===== src/rtl/vga_pkg.sv =====
// vga_pkg: shared 640x480@60 timing constants, counter widths and sync bundle type.
package vga_pkg;
  localparam int HCNT_W = 10;
  localparam int VCNT_W = 10;
  localparam int POSY_W = 9;
  localparam int DEF_H_VIS = 640;
  localparam int DEF_H_FP = 16;
  localparam int DEF_H_SYNC = 96;
  localparam int DEF_H_BP = 48;
  localparam int DEF_V_VIS = 480;
  localparam int DEF_V_FP = 10;
  localparam int DEF_V_SYNC = 2;
  localparam int DEF_V_BP = 33;
  typedef struct packed {
    logic act;
    logic hs;
    logic vs;
  } sync_t;
  function automatic int h_total(int vis, int fp, int sync, int bp);
    return vis + fp + sync + bp;
  endfunction
  function automatic int v_total(int vis, int fp, int sync, int bp);
    return vis + fp + sync + bp;
  endfunction
endpackage


===== src/rtl/vga_if.sv =====
// vga_if: raster outputs plus the pixel-rate enable between the timing generator and its consumers.
interface vga_if;
  import vga_pkg::*;
  logic pix_en;
  logic [HCNT_W-1:0] posx;
  logic [POSY_W-1:0] posy;
  logic hsync;
  logic vsync;
  logic active;
  logic line_start;
  logic frame_start;
  modport master (input pix_en, output posx, posy, hsync, vsync, active, line_start, frame_start);
  modport slave (output pix_en, input posx, posy, hsync, vsync, active, line_start, frame_start);
endinterface


===== src/rtl/vga_timing_sync_delay.sv =====
// sync_delay: enable-gated 3-bit shift register with per-bit reset values.
// Stage 0 is the decode register that sits alongside posx/posy.
module sync_delay #(
  parameter int DEPTH = 1,
  parameter logic [2:0] RST_VAL = 3'b000
) (
  input  logic       clk,
  input  logic       rst_n,
  input  logic       i_en,
  input  logic [2:0] i_d,
  output logic [2:0] o_q
);
  logic [2:0] r_sr [DEPTH];
  always_ff @(posedge clk or negedge rst_n)
    if (!rst_n) begin
      for (int k = 0; k < DEPTH; k++) r_sr[k] <= RST_VAL;
    end else if (i_en) begin
      r_sr[0] <= i_d;
      for (int k = 1; k < DEPTH; k++) r_sr[k] <= r_sr[k-1];
    end
  assign o_q = r_sr[DEPTH-1];
endmodule


===== src/rtl/vga_timing.sv =====
// vga_timing: pixel-enable raster generator producing posx/posy for the bitmap
// reader and pipeline-matched hsync/vsync/active for the DAC side.
module vga_timing
  import vga_pkg::*;
#(
  parameter int H_VIS    = DEF_H_VIS,
  parameter int H_FP     = DEF_H_FP,
  parameter int H_SYNC   = DEF_H_SYNC,
  parameter int H_BP     = DEF_H_BP,
  parameter int V_VIS    = DEF_V_VIS,
  parameter int V_FP     = DEF_V_FP,
  parameter int V_SYNC   = DEF_V_SYNC,
  parameter int V_BP     = DEF_V_BP,
  parameter bit H_POL    = 1'b0,
  parameter bit V_POL    = 1'b0,
  parameter int PIPE_DLY = 2
) (
  input logic clk,
  input logic rst_n,
  vga_if.master vga
);
  localparam int H_TOTAL = h_total(H_VIS, H_FP, H_SYNC, H_BP);
  localparam int V_TOTAL = v_total(V_VIS, V_FP, V_SYNC, V_BP);
  localparam sync_t IDLE = '{act: 1'b0, hs: !H_POL, vs: !V_POL};
  generate
    if (H_VIS > 1024 || V_VIS > 512 || PIPE_DLY < 0 || PIPE_DLY > 4) begin : g_bad_param
      $error("vga_timing: H_VIS<=1024, V_VIS<=512 and PIPE_DLY in 0..4 required");
    end
  endgenerate
  logic [HCNT_W-1:0] r_hcnt, w_hnext, r_posx;
  logic [VCNT_W-1:0] r_vcnt, w_vnext;
  logic [POSY_W-1:0] r_posy;
  logic r_line_start, r_frame_start, w_hwrap, w_hvis, w_vvis;
  sync_t w_dec, w_dly;
  // Everything registered is decoded from the next count, so outputs describe the period starting at this edge.
  always_comb begin
    w_hwrap = int'(r_hcnt) == H_TOTAL - 1;
    w_hnext = w_hwrap ? '0 : r_hcnt + HCNT_W'(1);
    w_vnext = !w_hwrap ? r_vcnt : int'(r_vcnt) == V_TOTAL - 1 ? '0 : r_vcnt + VCNT_W'(1);
    w_hvis = int'(w_hnext) < H_VIS;
    w_vvis = int'(w_vnext) < V_VIS;
    w_dec.act = w_hvis && w_vvis;
    w_dec.hs = (int'(w_hnext) >= H_VIS + H_FP && int'(w_hnext) < H_VIS + H_FP + H_SYNC) ? H_POL : !H_POL;
    w_dec.vs = (int'(w_vnext) >= V_VIS + V_FP && int'(w_vnext) < V_VIS + V_FP + V_SYNC) ? V_POL : !V_POL;
  end
  always_ff @(posedge clk or negedge rst_n)
    if (!rst_n) begin
      r_hcnt <= HCNT_W'(H_TOTAL - 1);
      r_vcnt <= VCNT_W'(V_TOTAL - 1);
      r_posx <= '0;
      r_posy <= '0;
      r_line_start <= 1'b0;
      r_frame_start <= 1'b0;
    end else begin
      r_line_start <= vga.pix_en && w_hnext == '0;
      r_frame_start <= vga.pix_en && w_hnext == '0 && w_vnext == '0;
      if (vga.pix_en) begin
        r_hcnt <= w_hnext;
        r_vcnt <= w_vnext;
        r_posx <= w_hvis ? w_hnext : '0;
        r_posy <= w_vvis ? w_vnext[POSY_W-1:0] : '0;
      end
    end
  sync_delay #(.DEPTH(PIPE_DLY + 1), .RST_VAL(IDLE)) u_sync_delay (
    .clk  (clk),
    .rst_n(rst_n),
    .i_en (vga.pix_en),
    .i_d  (w_dec),
    .o_q  (w_dly)
  );
  assign vga.posx = r_posx;
  assign vga.posy = r_posy;
  assign vga.line_start = r_line_start;
  assign vga.frame_start = r_frame_start;
  assign vga.active = w_dly.act;
  assign vga.hsync = w_dly.hs;
  assign vga.vsync = w_dly.vs;
endmodule


===== src/flat_wrapper.sv =====
// flat-port wrapper written by rule: the top's interface ports become plain ports
module vga_timing_flat import vga_pkg::*;
#(
  parameter int H_VIS    = DEF_H_VIS,
  parameter int H_FP     = DEF_H_FP,
  parameter int H_SYNC   = DEF_H_SYNC,
  parameter int H_BP     = DEF_H_BP,
  parameter int V_VIS    = DEF_V_VIS,
  parameter int V_FP     = DEF_V_FP,
  parameter int V_SYNC   = DEF_V_SYNC,
  parameter int V_BP     = DEF_V_BP,
  parameter bit H_POL    = 1'b0,
  parameter bit V_POL    = 1'b0,
  parameter int PIPE_DLY = 2
)
  (clk, rst_n, vga_pix_en, vga_posx, vga_posy, vga_hsync, vga_vsync, vga_active, vga_line_start, vga_frame_start);
  vga_if vga_i ();
  input logic clk;
  input logic rst_n;
  input wire logic [$bits(vga_i.pix_en)-1:0] vga_pix_en;
  output wire logic [$bits(vga_i.posx)-1:0] vga_posx;
  output wire logic [$bits(vga_i.posy)-1:0] vga_posy;
  output wire logic [$bits(vga_i.hsync)-1:0] vga_hsync;
  output wire logic [$bits(vga_i.vsync)-1:0] vga_vsync;
  output wire logic [$bits(vga_i.active)-1:0] vga_active;
  output wire logic [$bits(vga_i.line_start)-1:0] vga_line_start;
  output wire logic [$bits(vga_i.frame_start)-1:0] vga_frame_start;
  assign vga_i.pix_en = vga_pix_en;
  assign vga_posx = vga_i.posx;
  assign vga_posy = vga_i.posy;
  assign vga_hsync = vga_i.hsync;
  assign vga_vsync = vga_i.vsync;
  assign vga_active = vga_i.active;
  assign vga_line_start = vga_i.line_start;
  assign vga_frame_start = vga_i.frame_start;
  vga_timing #(.H_VIS(H_VIS), .H_FP(H_FP), .H_SYNC(H_SYNC), .H_BP(H_BP), .V_VIS(V_VIS), .V_FP(V_FP), .V_SYNC(V_SYNC), .V_BP(V_BP), .H_POL(H_POL), .V_POL(V_POL), .PIPE_DLY(PIPE_DLY)) u_core (.clk(clk), .rst_n(rst_n), .vga(vga_i));
endmodule

===== config.mk =====
export PLATFORM = sky130hd
export DESIGN_NAME = vga_timing_flat
export DESIGN_NICKNAME = d
export VERILOG_FILES = /design/src/rtl/vga_pkg.sv /design/src/rtl/vga_if.sv /design/src/rtl/vga_timing_sync_delay.sv /design/src/rtl/vga_timing.sv /design/src/flat_wrapper.sv
export SDC_FILE = /design/constraint.sdc
export NUM_CORES = 1
export LEC_CHECK = 0
export ABC_AREA = 1
export CAP_MARGIN = 5
export CELL_PAD_IN_SITES_DETAIL_PLACEMENT = 1
export CELL_PAD_IN_SITES_GLOBAL_PLACEMENT = 1
export CORE_UTILIZATION = 41
export DETAILED_ROUTE_END_ITERATION = 7
export PLACE_DENSITY = 0.89
export SETUP_SLACK_MARGIN = 0.05
export SLEW_MARGIN = 10
export SYNTH_ARGS = -nofsm -noshare
export SYNTH_HDL_FRONTEND = slang
export SYNTH_SLANG_ARGS = --single-unit

===== constraint.sdc =====
create_clock -name clk -period 2.6 [get_ports clk]
set_clock_uncertainty 0.05 [all_clocks]
set_input_delay 0.52 -clock clk [delete_from_list [all_inputs] [get_ports clk]]
set_output_delay 0.52 -clock clk [all_outputs]
set_load 0.05 [all_outputs]

==> impl_metrics.env <==
export IMPL_die_y_um=82.89
export IMPL_status="finished clean"
export IMPL_holdWs_ps=238.9
export IMPL_grt_use_total_pct=22.42
export IMPL_fin_setup_tns_ps=0
export IMPL_netSwitchingFraction_pct=41.88
export IMPL_final_hold_viol_count=0
export IMPL_holdBufCountCts=0
export IMPL_cp_cell_sequence="ha_1 -> nand2_2 -> nor2_2 -> nand2_2 -> nor2_4 -> nand2_1 -> nand2_1 -> nand2_1 -> nor2_2 -> nand3_1 -> nor2_1 -> nor2_1"
export IMPL_intPower_uw=1571
export IMPL_setup_viol=0
export IMPL_yosysUniqueCellTypes=26
export IMPL_fillers=798
export IMPL_clock_latency_ps=310
export IMPL_overflow=0
export IMPL_grt_pass1_wl_um=12500
export IMPL_die_x_um=82.89
export IMPL_ir_worst_vdd_uv=432.6
export IMPL_detail_route_vias_per_cell=5.373
export IMPL_port_buffers=26
export IMPL_async_flop_share_pct=100.0
export IMPL_cts_sinks=50
export IMPL_detail_route_antenna_nets=0
export IMPL_via_count=2552
export IMPL_syn_area_um2=2683
export IMPL_crit_path_max_incr_delay_ps=600
export IMPL_final_cell_mix="129 x nand2_1, 50 x nor2_1, 35 x nand3_1"
export IMPL_synth_largest_area_cell="dfrtp_1"
export IMPL_ys_warn_count=0
export IMPL_startpoint_type="flop"
export IMPL_synth_main_ff_cell="dfrtp_1"
export IMPL_cts_root_buf="clkbuf_8"
export IMPL_firstDrtPassIters=5
export IMPL_boundaryPins=27
export IMPL_first_iter_violations=158
export IMPL_ys_top_cells_by_area="dfrtp_1 32%, nand2_1 18%, dfstp_2 16%"
export IMPL_cts_tree="yes"
export IMPL_postRouteWirelength_um=7725
export IMPL_cts_setup_buffers=0
export IMPL_clock_power_share_pct=21.0
export IMPL_multiInputGateArea_um2=1255
export IMPL_instances_no_fill=475
export IMPL_final_common_cell="nand2_1"
export IMPL_remaining_drc_errors=0
export IMPL_grt_max_degree=37
export IMPL_synth_edf_count=0
export IMPL_grt_pass1_vias=2548
export IMPL_final_max_slew_viol_count=0
export IMPL_initial_utilization_pct=42.25
export IMPL_core_um2=6350
export IMPL_worstSetupEndpointType="flop"
export IMPL_routabilityCongestion=0.8795
export IMPL_ys_seq_area_share_pct=47.39
export IMPL_syn_avg_cell_area_um2=7.290
export IMPL_power_density_nw_per_um2=852.6
export IMPL_period_minus_slack_ps=2387
export IMPL_fmax_mhz=419.0
export IMPL_placed_cells=467
export IMPL_max_cap_violations=0
export IMPL_ys_seq_elements=50
export IMPL_clk_pin_slew_ps=100
export IMPL_fin_crit_sh_pct=91.80
export IMPL_crit_fanout=11
export IMPL_sequentialPowerShare_pct=41.9
export IMPL_grt_setup_unrepaired="false"
export IMPL_switchingPower_uw=1132
export IMPL_insertedDiodeCount=0
export IMPL_area_growth_pct=18.19
export IMPL_wl_per_cell_um=16.26
export IMPL_synthCells=368
export IMPL_clk_path_buf_depth=2
export IMPL_worst_slew_pin_slew_ps=809.3
export IMPL_netlist_area_leader_share_pct=31.72
export IMPL_nets=403
export IMPL_power_leakage_uw=0.001553
export IMPL_syn_nets=374
export IMPL_slew_headroom_pct=46.05
export IMPL_antenna_found_initial=0
export IMPL_seq_area_um2=1271
export IMPL_worstSetupPathType="reg2reg"
export IMPL_htree_levels=2
export IMPL_arrival_ps=2590
export IMPL_cts_resized=0
export IMPL_fp_dieArea_um2=6870
export IMPL_crit_required_ps=2800
export IMPL_path_common_cell="nand2_1"
export IMPL_pwr_share_comb_pct=37.1
export IMPL_drive_gt1_share_pct=11.06
export IMPL_core_rowCount=29
export IMPL_hpwl_um=5368
export IMPL_min_path_type="in2async"
export IMPL_power_uw=2703
export IMPL_cts_buffers=5
export IMPL_critPathSlowestCell="dfstp_2"
## path summary, 6_finish.rpt
path / slack (ps) / start / depth (start not counted) / end
setup / recovery: 210 / u_core.r_hcnt[0] / 12 / u_core.u_sync_delay.r_sr[6]
setup reg to reg: 210 / u_core.r_hcnt[0] / 12 / u_core.u_sync_delay.r_sr[6]
min in group clk: 420 / u_core.u_sync_delay.r_sr[3] / 2 / u_core.u_sync_delay.r_sr[3]
hold / removal: 240 / rst_n / 1 / u_core.vga.posx[6]
max in group asynchronous: 1560 / rst_n / 2 / u_core.r_vcnt[3]
hold reg to reg: 420 / u_core.u_sync_delay.r_sr[3] / 2 / u_core.u_sync_delay.r_sr[3]
## metrics by stage
step | util, % | instance area [um2] | setup WS, ps
2_1_floorplan | - | 2683 | 656.4
3_3_place_gp | 47.86 | 3039 | 328.1
3_5_place_dp | 47.86 | 3039 | 175.5
4_1_cts | 49.64 | 3152 | 88.79
5_1_grt | 49.93 | 3171 | 72.55
6_report | 49.93 | 3171 | 213.1
## cells by family (layout without fill, tap and decap cells)
group           count (synthesis)  in the layout  share of synthesized area (%)
xor+xnor                        1              1                         0.3266
buf+inv                        44             74                          6.530
fa+ha+maj                       3              3                          1.399
simple gates                  234            234                          36.52
flops                          50             50                          47.39
compound gates                 36             36                          7.835
## layer usage
metal	vias up	track usage, %	share of wire, %	routed length (um)
met5	-	0	0	0
met4	0	6.583	1.9	146
met3	14	2.485	3.8	291
met2	57	36.59	48	3739
met1	1259	31.53	46	3547
li1	1222	-	-	-
## power groups by stage
stage	Clock [uW]	Combinational, uW	Sequential, uW
global route	602	1090	1160
finish	567	1000	1130
global placement	0	949	1130
detailed placement	0	972	1140
floorplan	0	399	1370
CTS	580	982	1130
## cells in the mapped netlist, drive strengths merged (3+ instances only)
cell / instances
buf: 4
clkbuf: 8
dfrtp: 34
dfstp: 16
ha: 3
inv: 32
nand2: 133
nand3: 35
nand4: 7
nor2: 55
nor3: 3
o21ai: 23
o21bai: 9
## sequential cells by signal (all words and copies together) (netlist names)
signal,count
u_core.r_hcnt,10
u_core.r_vcnt,10
u_core.u_sync_delay.o_q,3
u_core.u_sync_delay.r_sr,6
u_core.vga.frame_start,1
u_core.vga.line_start,1
u_core.vga.posx,10
u_core.vga.posy,9
## worst max-delay path, delay by kind of cell (launching register included)
| family | cells | cell delay, ps |
|---|---|---|
| simple gates | 11 | 1440 |
| fa+ha+maj | 1 | 240 |
| flops | 1 | 600 |
## area by class of cell
class,count,share of cell area [%]
flip-flops and latches,50,40.09
multi-input cells,274,39.58
repair buffers,34,9.945
inverters,32,3.788
well taps,77,3.039
clock buffers,5,2.170
clock inverters,3,1.381
(Power assumes the default switching activity.)
